### src/rtl/fp_pkg.sv
// ---------------------------------------------------------------------------
// fp_pkg
// Types and helpers shared by the FP cluster units.
//   round_mode_e : per-operation rounding mode, encoded as on the ALU bus
//   fp_class_e   : operand format class used to steer result selection
//   fp_bias()    : exponent bias for a given exponent field width
// ---------------------------------------------------------------------------
package fp_pkg;

   typedef enum logic [1:0] {
      FLOOR = 2'b00,
      CEIL  = 2'b01,
      TRUNC = 2'b10,
      RNE   = 2'b11
   } round_mode_e;

   typedef enum logic [2:0] {
      SPECIAL  = 3'd0,
      ZERO     = 3'd1,
      SUB_ONE  = 3'd2,
      FRAC     = 3'd3,
      INTEGRAL = 3'd4
   } fp_class_e;

   function automatic int fp_bias(input int exp_w);
      return (1 << (exp_w - 1)) - 1;
   endfunction

endpackage

### src/rtl/fp_round_decode.sv
// ---------------------------------------------------------------------------
// fp_round_decode
// Combinational front end of the rounding pipe. Classifies the operand,
// builds the mask of fraction bits that must be cleared, and decides whether
// the kept magnitude has to be bumped by one integral unit.
// Ports:
//   data_i   : operand {sign, exp, man}
//   mode_i   : rounding mode (fp_pkg::round_mode_e encoding)
//   class_o  : fp_pkg::fp_class_e encoding of the operand
//   mask_o   : ones over the fraction bits (FRAC class only, else zero)
//   inc_o    : round away from the kept value (for SUB_ONE: result is 1.0)
// ---------------------------------------------------------------------------
module fp_round_decode #(
   parameter int EXP_W = 8,
   parameter int MAN_W = 15
) (
   input  logic [EXP_W+MAN_W:0]   data_i,
   input  logic [1:0]             mode_i,
   output logic [2:0]             class_o,
   output logic [EXP_W+MAN_W-1:0] mask_o,
   output logic                   inc_o
);

   import fp_pkg::*;

   localparam int W = EXP_W + MAN_W;
   localparam logic [EXP_W-1:0] BIAS_E   = EXP_W'(fp_bias(EXP_W));
   localparam logic [EXP_W-1:0] INT_E    = EXP_W'(fp_bias(EXP_W) + MAN_W);
   localparam logic [EXP_W-1:0] HALF_E   = EXP_W'(fp_bias(EXP_W) - 1);
   localparam logic [EXP_W-1:0] EXP_ONES = '1;

   logic             sign;
   logic [EXP_W-1:0] exp_f;
   logic [MAN_W-1:0] man;
   logic [W-1:0]     mag;
   logic [EXP_W-1:0] f_amt;
   logic [W-1:0]     mask;
   logic             frac_nz;
   logic             round_bit;
   logic             sticky;
   logic             kept_lsb;
   fp_class_e        cls;
   round_mode_e      mode;

   // Field split and the fraction-bit mask. f_amt is only meaningful for
   // the FRAC class (1..MAN_W); the round bit is the top fraction bit, the
   // sticky bits are the ones below it, and the kept LSB sits just above.
   always_comb begin
      sign      = data_i[W];
      exp_f     = data_i[W-1:MAN_W];
      man       = data_i[MAN_W-1:0];
      mag       = data_i[W-1:0];
      mode      = round_mode_e'(mode_i);
      f_amt     = EXP_W'(MAN_W) - (exp_f - BIAS_E);
      mask      = ~({W{1'b1}} << f_amt);
      frac_nz   = |(mag & mask);
      round_bit = |(mag & (mask ^ (mask >> 1)));
      sticky    = |(mag & (mask >> 1));
      kept_lsb  = |(mag & (mask + W'(1)));
   end

   // Classification, ordered so specials and zeros win over range checks.
   always_comb begin
      cls = FRAC;
      if (exp_f == EXP_ONES) begin
         cls = SPECIAL;
      end else if (exp_f == '0) begin
         cls = ZERO;
      end else if (exp_f >= INT_E) begin
         cls = INTEGRAL;
      end else if (exp_f < BIAS_E) begin
         cls = SUB_ONE;
      end
   end

   // Increment decision. For SUB_ONE the kept value is zero, so an increment
   // means the result becomes +/-1.0; only 0.5 < |a| < 1 rounds up under RNE.
   always_comb begin
      inc_o   = 1'b0;
      mask_o  = '0;
      class_o = cls;
      case (cls)
         SUB_ONE: begin
            case (mode)
               FLOOR:   inc_o = sign;
               CEIL:    inc_o = ~sign;
               TRUNC:   inc_o = 1'b0;
               RNE:     inc_o = (exp_f == HALF_E) && (man != '0);
               default: inc_o = 1'b0;
            endcase
         end
         FRAC: begin
            mask_o = mask;
            case (mode)
               FLOOR:   inc_o = sign & frac_nz;
               CEIL:    inc_o = ~sign & frac_nz;
               TRUNC:   inc_o = 1'b0;
               RNE:     inc_o = round_bit & (sticky | kept_lsb);
               default: inc_o = 1'b0;
            endcase
         end
         default: inc_o = 1'b0;
      endcase
   end

endmodule

### src/rtl/fp_round_pipe.sv
// ---------------------------------------------------------------------------
// fp_round_pipe
// Two-stage pipelined float-to-integral rounding unit (floor, ceil, trunc,
// round-half-even) with valid/ready flow control on both sides.
// Ports:
//   core_clock_i / core_reset_i : clock, async active-high reset
//   in_valid_i / in_ready_o     : input handshake
//   in_data_i, in_mode_i        : operand {sign, exp, man} and rounding mode
//   in_tag_i                    : opaque tag travelling with the operation
//   out_valid_o / out_ready_i   : output handshake
//   out_data_o, out_tag_o       : rounded result and its tag
// ---------------------------------------------------------------------------
module fp_round_pipe #(
   parameter int EXP_W = 8,
   parameter int MAN_W = 15,
   parameter int TAG_W = 6
) (
   input  logic                 core_clock_i,
   input  logic                 core_reset_i,
   input  logic                 in_valid_i,
   output logic                 in_ready_o,
   input  logic [EXP_W+MAN_W:0] in_data_i,
   input  logic [1:0]           in_mode_i,
   input  logic [TAG_W-1:0]     in_tag_i,
   output logic                 out_valid_o,
   input  logic                 out_ready_i,
   output logic [EXP_W+MAN_W:0] out_data_o,
   output logic [TAG_W-1:0]     out_tag_o
);

   import fp_pkg::*;

   localparam int W = EXP_W + MAN_W;
   localparam logic [EXP_W-1:0] BIAS_E = EXP_W'(fp_bias(EXP_W));
   localparam logic [W-1:0]     ONE_MAG = {BIAS_E, {MAN_W{1'b0}}};

   logic [2:0]   dec_class;
   logic [W-1:0] dec_mask;
   logic         dec_inc;

   logic adv2;
   logic load1;
   logic load2;
   logic in_ready;

   // Stage 1: class, fraction mask, increment decision, operand and tag
   logic         v1_q, v1_d;
   fp_class_e    class1_q, class1_d;
   logic [W-1:0] mask1_q, mask1_d;
   logic         inc1_q, inc1_d;
   logic [W:0]   data1_q, data1_d;
   logic [TAG_W-1:0] tag1_q, tag1_d;

   // Stage 2: final result and tag
   logic         v2_q, v2_d;
   logic [W:0]   data2_q, data2_d;
   logic [TAG_W-1:0] tag2_q, tag2_d;

   logic [W:0]   result;
   logic [W-1:0] kept;

   fp_round_decode #(
      .EXP_W (EXP_W),
      .MAN_W (MAN_W)
   ) u_decode (
      .data_i  (in_data_i),
      .mode_i  (in_mode_i),
      .class_o (dec_class),
      .mask_o  (dec_mask),
      .inc_o   (dec_inc)
   );

   // Stage handshakes: a stage may load when it is empty or is being drained
   // in the same cycle, so in_ready never depends on in_valid.
   always_comb begin
      adv2     = !v2_q || out_ready_i;
      load2    = v1_q && adv2;
      in_ready = !v1_q || adv2;
      load1    = in_valid_i && in_ready;
   end

   // Stage-2 result: clear the fraction bits and add one integral unit
   // (mask+1) when rounding away; the carry may ripple into the exponent.
   always_comb begin
      kept   = data1_q[W-1:0] & ~mask1_q;
      result = data1_q;
      case (class1_q)
         SPECIAL:  result = data1_q;
         INTEGRAL: result = data1_q;
         ZERO:     result = {data1_q[W], {W{1'b0}}};
         SUB_ONE:  result = {data1_q[W], (inc1_q ? ONE_MAG : {W{1'b0}})};
         FRAC:     result = {data1_q[W], kept + (inc1_q ? (mask1_q + W'(1)) : {W{1'b0}})};
         default:  result = data1_q;
      endcase
   end

   // Next-state for both stages; payloads hold unless their stage loads.
   always_comb begin
      v1_d     = load1 || (v1_q && !adv2);
      class1_d = load1 ? fp_class_e'(dec_class) : class1_q;
      mask1_d  = load1 ? dec_mask  : mask1_q;
      inc1_d   = load1 ? dec_inc   : inc1_q;
      data1_d  = load1 ? in_data_i : data1_q;
      tag1_d   = load1 ? in_tag_i  : tag1_q;
      v2_d     = load2 || (v2_q && !out_ready_i);
      data2_d  = load2 ? result    : data2_q;
      tag2_d   = load2 ? tag1_q    : tag2_q;
   end

   // Pipeline registers; reset drops everything in flight.
   always_ff @(posedge core_clock_i or posedge core_reset_i) begin
      if (core_reset_i) begin
         v1_q     <= 1'b0;
         class1_q <= ZERO;
         mask1_q  <= '0;
         inc1_q   <= 1'b0;
         data1_q  <= '0;
         tag1_q   <= '0;
         v2_q     <= 1'b0;
         data2_q  <= '0;
         tag2_q   <= '0;
      end else begin
         v1_q     <= v1_d;
         class1_q <= class1_d;
         mask1_q  <= mask1_d;
         inc1_q   <= inc1_d;
         data1_q  <= data1_d;
         tag1_q   <= tag1_d;
         v2_q     <= v2_d;
         data2_q  <= data2_d;
         tag2_q   <= tag2_d;
      end
   end

   assign in_ready_o  = in_ready;
   assign out_valid_o = v2_q;
   assign out_data_o  = data2_q;
   assign out_tag_o   = tag2_q;

endmodule

### config.mk
export PLATFORM = sky130hd
export DESIGN_NAME = fp_round_pipe
export DESIGN_NICKNAME = d
export VERILOG_FILES = /design/src/rtl/fp_pkg.sv /design/src/rtl/fp_round_decode.sv /design/src/rtl/fp_round_pipe.sv
export SDC_FILE = /design/constraint.sdc
export NUM_CORES = 1
export LEC_CHECK = 0
export BUFFER_PORTS_ARGS = -buffer_cell sky130_fd_sc_hd__buf_2
export CAP_MARGIN = 15
export CORE_ASPECT_RATIO = 0.7
export CORE_MARGIN = 1.5
export CORE_UTILIZATION = 30
export CTS_CLUSTER_SIZE = 20
export DETAILED_ROUTE_END_ITERATION = 16
export GPL_ROUTABILITY_DRIVEN = 0
export RECOVER_POWER = 25
export SYNTH_ARGS = -nofsm -noshare
export SYNTH_HDL_FRONTEND = slang
export SYNTH_SLANG_ARGS = --single-unit
### constraint.sdc
create_clock -name core_clock_i -period 3.7 [get_ports core_clock_i]
set_clock_uncertainty 0.15 [all_clocks]
set_input_delay 0.925 -clock core_clock_i [delete_from_list [all_inputs] [get_ports core_clock_i]]
set_output_delay 0.925 -clock core_clock_i [all_outputs]
set_load 0.01 [all_outputs]
==> flow_metrics.env, run 1 <==
export IMPL_cp_slowest_cell="or3_1"
export IMPL_setup_ws_ns=-0.355
export IMPL_htree_levels=3
export IMPL_violations="max-capacitance violations, max-slew violations, negative setup slack"
export IMPL_ir_drop_mv=0.230
export IMPL_fmax_mhz=247
export IMPL_crit_chain="buf_4, buf_6, clkinvlp_4, ha_4, buf_4, nand2b_4, nor2_1, or3_1, buf_4, ha_1, and3_1, nand3_1, a21oi_1, and2_1, nand3_1, mux2_2, nor4_2, o311ai_1"
export IMPL_cp_end_kind="flip-flop"
export IMPL_numPortBuffers=67
export IMPL_worst_r2r_setup_slack_ns=0.05
export IMPL_die_area_mm2=0.0254
export IMPL_grt_max_degree=67
export IMPL_synth_cell_types=85
export IMPL_synth_top_area_cell="dfrtp_1"
export IMPL_max_slew_margin_pct=-25.7
export IMPL_core_rowCount=47
export IMPL_cts_hold_buffers_added=0
export IMPL_ys_flop_type="dfrtp_1"
export IMPL_final_layout_size_suffix_gt1_share_pct=34.8
export IMPL_syn_num_nets=921
export IMPL_routed_wl_mm=24.9
export IMPL_pre_cts_ws_ns=-0.981
export IMPL_post_drt_wl_per_cell_um=18.2
export IMPL_crit_type="input port to flip-flop"
export IMPL_die_y_um=134
export IMPL_maxSlewViolCount=42
export IMPL_ys_top_cells_by_area="dfrtp_1 (30%), ha_1 (8.4%), xnor2_1 (4.8%)"
export IMPL_crit_required_ns=3.78
export IMPL_setup_worst_path_start_class="input port"
export IMPL_clk_latency_ns=0.36
export IMPL_cts_sinks=89
export IMPL_fin_nets=1133
export IMPL_max_cap_violations=1
export IMPL_antenna_found_initial=0
export IMPL_first_pass_iters=5
export IMPL_grt_pass1_vias=7045
export IMPL_hold_violations=0
export IMPL_cts_made_buffers=9
export IMPL_grt_ovfl_total=0
export IMPL_start_util_pct=30.8
export IMPL_fin_setup_tns_ns=-0.355
export IMPL_p_leak_uw=0.00445
export IMPL_vias_per_cell=5.37
export IMPL_grt_use_total_pct=19.8
export IMPL_syn_avg_cell_area_um2=8.79
export IMPL_path_max_fanout=9
export IMPL_fin_crit_sh_pct=110
export IMPL_hp_class="flip-flop to flip-flop"
export IMPL_clockRootBuffer="clkbuf_16"
export IMPL_crit_buf_inv=5
export IMPL_synth_cells=835
export IMPL_vias=7352
export IMPL_drc=0
export IMPL_insertedDiodeCount=0
export IMPL_cp_top_family="simple AND/OR/NAND/NOR gates"
export IMPL_grt_pass1_wl_mm=39.5
export IMPL_io_pin_count=68
export IMPL_ys_seq_area_share_pct=30.4
export IMPL_max_stage_delay_ns=0.40
export IMPL_yosys_warnings=0
export IMPL_setup_violations=1
export IMPL_synth_area_mm2=0.00734
export IMPL_dp_hpwl_mm=19.3
export IMPL_rsz0062_at_grt="true"
export IMPL_drt_initial_drc_count=639
export IMPL_worstMarginPinSlew_ns=1.88
export IMPL_power_total_uw=3500
export IMPL_critPathArrivalTime_ns=4.13
export IMPL_synth_top_area_share_pct=30.0
export IMPL_clockBufferDepth=2
export IMPL_die_w_um=190
export IMPL_cpMostUsedCell="buf_4"
export IMPL_clk_pin_slew_ns=0.07
export IMPL_synth_edf_count=0
export IMPL_coreArea_mm2=0.0238
export IMPL_cts_tree="yes"
export IMPL_ant_nets=0
export IMPL_area_growth_pct=34.3
export IMPL_outcome="finished, violations left"
export IMPL_cellPowerDensity_mw_per_mm2=355
export IMPL_synth_seq_cells=89
export IMPL_min_period_ns=4.06
export IMPL_synth_async_reset_ratio_pct=100
through the flow:
step	utilization (%)	cell area (µm²)	instances	hold WS, ns
2_1_floorplan	-	7460	835	0.283
3_3_place_gp	38.5	9180	1344	0.289
3_5_place_dp	38.5	9180	1344	0.296
4_1_cts	40.8	9710	1368	0.313
5_1_grt	41.4	9850	1370	0.326
6_report	41.4	9850	1370	0.316
per-layer routing:
layer	part of all wire [%]	wire [µm]	track usage, %
met4	1.3	316	3.75
met5	0	0	0
met2	41	10300	27.9
met1	49	12200	29.2
met3	8.5	2110	6.62
logic make-up after synthesis:
kind of cell | share of synthesized area (%)
muxes | 3.96
xor gates and xnor gates | 7.13
and+or+nand+nor | 21.0
buffers and inverters | 4.16
adders and majority gates | 8.63
DFF | 30.4
AOI/OAI and AO/OA | 24.7
report_power, final:
group	switching, µW	internal (µW)
clock network	432	530
registers	117	1140
logic	695	594
total	1240	2260
worst paths after layout:
kind,start,end,cells past startpoint
max,in_data_i[15],inc1_q,18
min,tag1_q[5],out_tag_o[5],2
max reg2reg,mask1_q[6],out_data_o[21],14
min reg2reg,tag1_q[5],out_tag_o[5],2
max in group asynchronous,core_reset_i,data1_q[2],3
min in group asynchronous,core_reset_i,tag1_q[3],2
synth_stat cells (8+ instances only):
cell type and n:
nand2_1 79, a211oi_1 8, inv_1 18, o21ai_0 47
ha_1 49, xnor2_1 40, clkbuf_1 25, nand2b_1 12
nor2_1 57, nor3_1 8, xor2_1 16, nor2b_1 29
a31oi_1 9, nand4_1 14, and3_1 13, mux2_2 24
a22o_1 21, a21o_1 14, o21a_1 8, a21oi_1 42
and2_1 27, a221oi_1 20, nand3_1 27, dfrtp_1 88
worst register-to-register path: cells and delay by family, from the launching register on:
kind / cells / cell delay [ns]
compound gates: 7 / 1.44
flops: 1 / 0.38
simple gates: 4 / 0.95
xor+xnor: 2 / 0.33
fa+ha+maj: 1 / 0.25
layout make-up:
| type | count | area (µm²) |
|---|---|---|
| well taps | 318 | 398 |
| repair buffers | 245 | 1710 |
| clock inverters | 7 | 76.3 |
| inverters | 19 | 76.3 |
| clock buffers | 9 | 225 |
| multi-input cells | 683 | 5140 |
| flip-flops and latches | 89 | 2230 |
| fillers | 2385 | 14000 |
cells in the final DEF, fill, tap and decap left out, types with 5 or more instances in the layout:
master     netlist  layout
ha_2             0       5
dfrtp_1         88      88
a21o_1          14      14
inv_1           18      16
a221o_1          5       5
a31oi_1          9       7
o21a_1           8       8
o31ai_1          5       5
nor2_1          57      55
nor2b_1         29      29
and3_1          13      10
a211oi_1         8       5
nand2b_1        12      11
clkbuf_16        0       9
xor2_1          16      16
o21bai_1         6       6
xnor2_1         40      38
a22o_1          21      21
a21oi_2          1       8
o22ai_1          5       5
buf_6            5       5
nand2_1         79      77
nor3_1           8       8
o21ai_0         47      44
nand4_1         14      14
ha_1            49      38
a22oi_1          5       5
a21oi_1         42      35
and2_1          27      25
a21boi_0         6       5
ha_4             0       6
mux2_2          24      24
buf_4            2     174
nand3_1         27      23
buf_2            3      64
a221oi_1        20      20
timing repair:
item                       CTS  global route
buffers inserted             8             2
pin swaps                   16            29
resized for setup           32            36
setup endpoints to repair    5            13
registers in the layout, indices dropped and copies added, names as in the netlist:
register	flops
tag1_q	6
out_tag_o	6
mask1_q	23
data1_q	24
inc1_q	1
out_data_o	24
v1_q	1
class1_q	3
out_valid_o	1
Power figures use the tool's default switching activity.
==> run 2: changes to the inputs <==
--- a/config.mk
+++ b/config.mk
@@ -8,7 +8,6 @@
 export BUFFER_PORTS_ARGS = -buffer_cell sky130_fd_sc_hd__buf_2
 export CAP_MARGIN = 15
 export CORE_ASPECT_RATIO = 0.7
-export CORE_MARGIN = 1.5
 export CORE_UTILIZATION = 30
 export CTS_CLUSTER_SIZE = 20
 export DETAILED_ROUTE_END_ITERATION = 16
==> constraint.sdc (replaced) <==
create_clock -name core_clock_i -period 4.6 [get_ports core_clock_i]
set_clock_uncertainty 0.15 [all_clocks]
set_input_delay 1.15 -clock core_clock_i [delete_from_list [all_inputs] [get_ports core_clock_i]]
set_output_delay 1.15 -clock core_clock_i [all_outputs]
set_load 0.01 [all_outputs]
==> flow_metrics.env, run 2 (synthesis gave the netlist of run 1 again) <==
export IMPL_max_slew_margin_pct=-53.0
export IMPL_grt_ovfl_total=0
export IMPL_area_growth_pct=23.6
export IMPL_critPathArrivalTime_ns=4.47
export IMPL_power_switching_uw=982
export IMPL_start_util_pct=30.8
export IMPL_io_pin_count=68
export IMPL_worstMarginPinSlew_ns=2.28
export IMPL_vias_per_cell=5.42
export IMPL_final_layout_size_suffix_gt1_share_pct=26.3
export IMPL_crit_type="input port to flip-flop"
export IMPL_post_drt_wl_per_cell_um=18.3
export IMPL_postCtsSetupBuffers=0
export IMPL_core_rowCount=47
export IMPL_drt_initial_drc_count=626
export IMPL_first_pass_iters=5
export IMPL_htree_levels=3
export IMPL_antenna_found_initial=0
export IMPL_min_from="tag1_q[3]"
export IMPL_cts_sinks=89
export IMPL_grt_pass1_vias=6584
export IMPL_grt_pass1_wl_mm=37.6
export IMPL_die_w_um=189
export IMPL_fin_crit_sh_pct=95.4
export IMPL_ir_drop_mv=0.205
export IMPL_path_max_fanout=8
export IMPL_crit_required_ns=4.68
export IMPL_multiInputGateArea_mm2=0.00489
export IMPL_pwr_share_seq_pct=36.9
export IMPL_cts_hold_buffers_added=0
export IMPL_cts_made_buffers=9
export IMPL_setup_worst_path_start_class="input port"
export IMPL_drc=0
export IMPL_pre_cts_ws_ns=-0.171
export IMPL_final_common_cell="buf_4"
export IMPL_hold_path_end="out_tag_o[3]"
export IMPL_reg2reg_depth=15
export IMPL_seqCellArea_mm2=0.00223
export IMPL_outcome="finished, violations left"
export IMPL_insertedDiodeCount=0
export IMPL_stdcell_area_mm2=0.00906
export IMPL_setup_ws_ns=0.210
export IMPL_grt_use_total_pct=19.2
export IMPL_maxSlewViolCount=53
export IMPL_fin_nets=1060
export IMPL_worst_r2r_setup_slack_ns=0.45
export IMPL_hp_class="flip-flop to flip-flop"
export IMPL_die_area_mm2=0.0251
export IMPL_p_clk_share_pct=29.3
export IMPL_clockRootBuffer="clkbuf_16"
export IMPL_timing_rr_start="mask1_q[0]"
export IMPL_vias=7029
export IMPL_place_inst=1280
export IMPL_fillers=2464
export IMPL_cts_resized=0
export IMPL_dp_hpwl_mm=18.8
export IMPL_p_leak_uw=0.00408
export IMPL_cts_tree="yes"
export IMPL_die_y_um=133
export IMPL_cellPowerDensity_mw_per_mm2=303
export IMPL_grt_max_degree=67
export IMPL_switching_share_pct=35.8
export IMPL_fmax_mhz=228
export IMPL_routed_wl_mm=23.7
export IMPL_rsz0062_at_grt="false"
export IMPL_utilization_pct=38.1
export IMPL_final_cell_mix="buf_4 (102), dfrtp_1 (88), nand2_1 (78), buf_2 (67), nor2_1 (56)"
export IMPL_fin_setup_tns_ns=0
export IMPL_clk_pin_slew_ns=0.07
export IMPL_cp_end_kind="flip-flop"
export IMPL_hold_violations=0
export IMPL_layoutNonFillerInstCount=1297
export IMPL_r2r_end="out_data_o[21]"
export IMPL_min_period_ns=4.39
export IMPL_intPower_uw=1760
export IMPL_placed_area_mm2=0.00870
export IMPL_pwr_share_comb_pct=33.8
export IMPL_setup_violations=0
export IMPL_clk_latency_ns=0.36
export IMPL_ant_nets=0
export IMPL_coreArea_mm2=0.0238
export IMPL_numPortBuffers=67
export IMPL_clockBufferDepth=2
export IMPL_max_cap_violations=1
export IMPL_violations="max-capacitance violations, max-slew violations"
export IMPL_hold_depth=2
## run 2: layout make-up
type	count	share of cell area, %
flip-flops and latches	89	24.6
clock buffers	9	2.48
inverters	19	0.842
well taps	318	4.39
clock inverters	7	1.05
multi-input cells	683	53.9
repair buffers	172	12.8
## run 2: critical path, cell delays in order
cell	delay, ns
buf_2	0.17
nor3_2	0.25
nand3_1	0.31
a211oi_4	0.34
buf_4	0.17
nand3_1	0.10
ha_1	0.33
a221o_1	0.32
a221o_1	0.28
a221o_1	0.27
nor4_2	0.28
nand4_1	0.19
nor4_2	0.19
o311ai_1	0.11
## run 2: power groups by stage
stage / registers (µW) / logic (µW) / clock network, µW
floorplan: 1030 / 568 / 0
global placement: 1030 / 906 / 0
detailed placement: 1030 / 910 / 0
CTS: 1020 / 915 / 825
global route: 1040 / 1030 / 854
finish: 1010 / 928 / 803
## run 2: metal layers
layer  track usage [%]  part of all wire [%]
met1              29.4                    49
met2              26.5                    40
met3              5.68                    10
met4              2.82                  0.87
met5                 0                     0
## run 2: metrics by stage
stage,hold WS [ns],total power [µW]
after floorplan,0.283,1600
after global placement,0.288,1930
after detailed placement,0.294,1940
after CTS,0.314,2760
after global routing,0.341,2920
final,0.314,2750
## run 2: worst max path at each step
stage	startpoint	endpoint	slack, ns
after detailed placement	in_data_i[16]	inc1_q	-0.17
after CTS	in_data_i[16]	inc1_q	0.19
after global routing	in_data_i[15]	inc1_q	0.04
after floorplan	in_data_i[15]	inc1_q	-0.002
final	in_data_i[19]	inc1_q	0.21
after global placement	in_data_i[15]	inc1_q	-0.08
==> run 3: changes to the inputs <==
--- a/config.mk
+++ b/config.mk
@@ -9,9 +9,11 @@
 export CAP_MARGIN = 15
 export CORE_ASPECT_RATIO = 0.7
 export CORE_UTILIZATION = 30
+export CTS_CLUSTER_DIAMETER = 60
 export CTS_CLUSTER_SIZE = 20
 export DETAILED_ROUTE_END_ITERATION = 16
 export GPL_ROUTABILITY_DRIVEN = 0
+export HOLD_SLACK_MARGIN = 0.15
 export RECOVER_POWER = 25
 export SYNTH_ARGS = -nofsm -noshare
 export SYNTH_HDL_FRONTEND = slang
==> constraint.sdc (replaced) <==
create_clock -name core_clock_i -period 5 [get_ports core_clock_i]
set_clock_uncertainty 0.15 [all_clocks]
set_input_delay 1.25 -clock core_clock_i [delete_from_list [all_inputs] [get_ports core_clock_i]]
set_output_delay 1.25 -clock core_clock_i [all_outputs]
set_load 0.01 [all_outputs]
==> flow_metrics.env, run 3 (synthesis gave the netlist of run 1 again) <==
export IMPL_maxSlewViolCount=82
export IMPL_min_period_ns=4.80
export IMPL_setup_violations=0
export IMPL_routed_wl_met2_mm=9.47
export IMPL_routed_wl_mm=23.4
export IMPL_first_pass_iters=5
export IMPL_clk_pin_slew_ns=0.07
export IMPL_hp_class="flip-flop to flip-flop"
export IMPL_vias=6999
export IMPL_cts_sinks=89
export IMPL_reg2reg_depth=15
export IMPL_fillers=2495
export IMPL_hold_slack_ns=0.310
export IMPL_placed_area_mm2=0.00838
export IMPL_clockBufferDepth=2
export IMPL_violations="max-capacitance violations, max-slew violations"
export IMPL_fmax_mhz=208
export IMPL_max_stage_delay_ns=0.42
export IMPL_worst_r2r_setup_slack_ns=0.63
export IMPL_cp_slowest_cell="a2111oi_0"
export IMPL_fin_crit_sh_pct=96.1
export IMPL_final_common_cell="dfrtp_1"
export IMPL_vias_per_cell=5.53
export IMPL_max_slew_margin_pct=-66.2
export IMPL_io_pin_count=68
export IMPL_ant_nets=0
export IMPL_grt_use_total_pct=18.9
export IMPL_antenna_found_initial=0
export IMPL_crit_chain="buf_2, ha_1, nor4bb_2, o21ai_1, a221oi_4, inv_2, nor2_1, inv_1, ha_1, and4_1, and4_1, nand4_1, xnor2_1, a2111oi_0, nand4_1, nor4_2, o311ai_1"
export IMPL_utilization_pct=36.8
export IMPL_hold_violations=0
export IMPL_cts_made_buffers=9
export IMPL_max_cap_violations=2
export IMPL_grt_pass1_vias=6455
export IMPL_r2r_end="out_data_o[19]"
export IMPL_grt_ovfl_total=0
export IMPL_coreArea_mm2=0.0238
export IMPL_die_area_mm2=0.0251
export IMPL_hold_path_end="out_tag_o[3]"
export IMPL_setup_worst_path_start_class="input port"
export IMPL_insertedDiodeCount=0
export IMPL_core_rowCount=47
export IMPL_ir_drop_mv=0.184
export IMPL_min_from="tag1_q[3]"
export IMPL_cts_tree="yes"
export IMPL_post_drt_wl_per_cell_um=18.5
export IMPL_dr_wl_met3_mm=2.47
export IMPL_crit_required_ns=5.07
export IMPL_drt_initial_drc_count=670
export IMPL_critPathArrivalTime_ns=4.87
export IMPL_hold_depth=2
export IMPL_final_cell_mix="dfrtp_1 (88), nand2_1 (78), buf_4 (69), buf_2 (67), nor2_1 (57)"
export IMPL_path_max_fanout=5
export IMPL_dp_hpwl_mm=18.4
export IMPL_met1_length_mm=11.3
export IMPL_htree_levels=3
export IMPL_clk_latency_ns=0.35
export IMPL_final_layout_size_suffix_gt1_share_pct=22.5
export IMPL_grt_pass1_wl_mm=37.0
export IMPL_outcome="finished, violations left"
export IMPL_fin_nets=1029
export IMPL_die_w_um=189
export IMPL_stdcell_area_mm2=0.00877
export IMPL_drc=0
export IMPL_routed_top_layer="met4"
export IMPL_area_growth_pct=19.5
export IMPL_crit_type="input port to flip-flop"
export IMPL_worstMarginPinSlew_ns=2.49
export IMPL_cts_hold_buffers_added=0
export IMPL_cellPowerDensity_mw_per_mm2=285
export IMPL_timing_rr_start="mask1_q[0]"
export IMPL_cp_end_kind="flip-flop"
export IMPL_start_util_pct=30.8
export IMPL_die_y_um=133
export IMPL_grt_max_degree=67
export IMPL_numPortBuffers=67
export IMPL_p_leak_uw=0.00391
export IMPL_clockRootBuffer="clkbuf_16"
[run 3: cell count changes in the layout (fill, tap and decap cells not counted), moves of 2 or more]
cell,delta
buf_4,-33
clkbuf_1,+2
clkinv_4,+2
ha_1,+4
ha_2,-3
inv_8,-2
[run 3: final cells by class]
type | instances | area (µm²) | share of cell area (%)
clock buffer | 9 | 225 | 2.57
inverter | 19 | 72.6 | 0.828
multi-input combinational | 683 | 4830 | 55.1
clock inverter | 7 | 103 | 1.17
sequential | 89 | 2230 | 25.4
tap | 318 | 398 | 4.54
timing repair buffer | 141 | 911 | 10.4
[run 3: layer usage]
layer,GRT usage (%),up-vias
met5,0,-
met3,5.89,30
li1,-,3309
met2,26.7,331
met1,27.9,3329
met4,3.27,0
[run 3: metrics by stage]
step                      setup TNS [ns]  std cells  worst slack [ns]  total power [µW]
final                                  0       1266             0.196              2500
after global routing             -0.0505       1266           -0.0505              2670
after CTS                              0       1263             0.170              2510
after detailed placement          -0.150       1247            -0.150              1750
after global placement            -0.109       1247            -0.109              1740
after floorplan                        0        835            0.0119              1460
[run 3: worst max-delay path by stage]
stage	startpoint	end	cells after the start
after CTS	in_data_i[15]	inc1_q	15
final	in_data_i[15]	inc1_q	17
after detailed placement	in_data_i[15]	inc1_q	15
after global placement	in_data_i[15]	inc1_q	15
after floorplan	in_data_i[15]	inc1_q	19
after global routing	in_data_i[15]	inc1_q	17
[run 3: where the power goes]
| group | switching, µW | leakage, µW | internal [µW] |
|---|---|---|---|
| clock network | 304 | 0.000156 | 442 |
| logic | 465 | 0.00267 | 353 |
| registers | 98.1 | 0.00109 | 840 |
[run 3: what timing repair did]
item / CTS / global route
endpoints found under the setup margin: 0 / 1
gates resized for setup: 0 / 4
buffers inserted: 0 / 1
[run 3: critical path: cells and delay by family]
kind	cells	cell delay, ns
AOI/OAI and AO/OA	4	1.17
xor gates and xnor gates	1	0.07
adders and majority gates	2	0.46
buffers and inverters	3	0.27
and+or+nand+nor	7	1.65
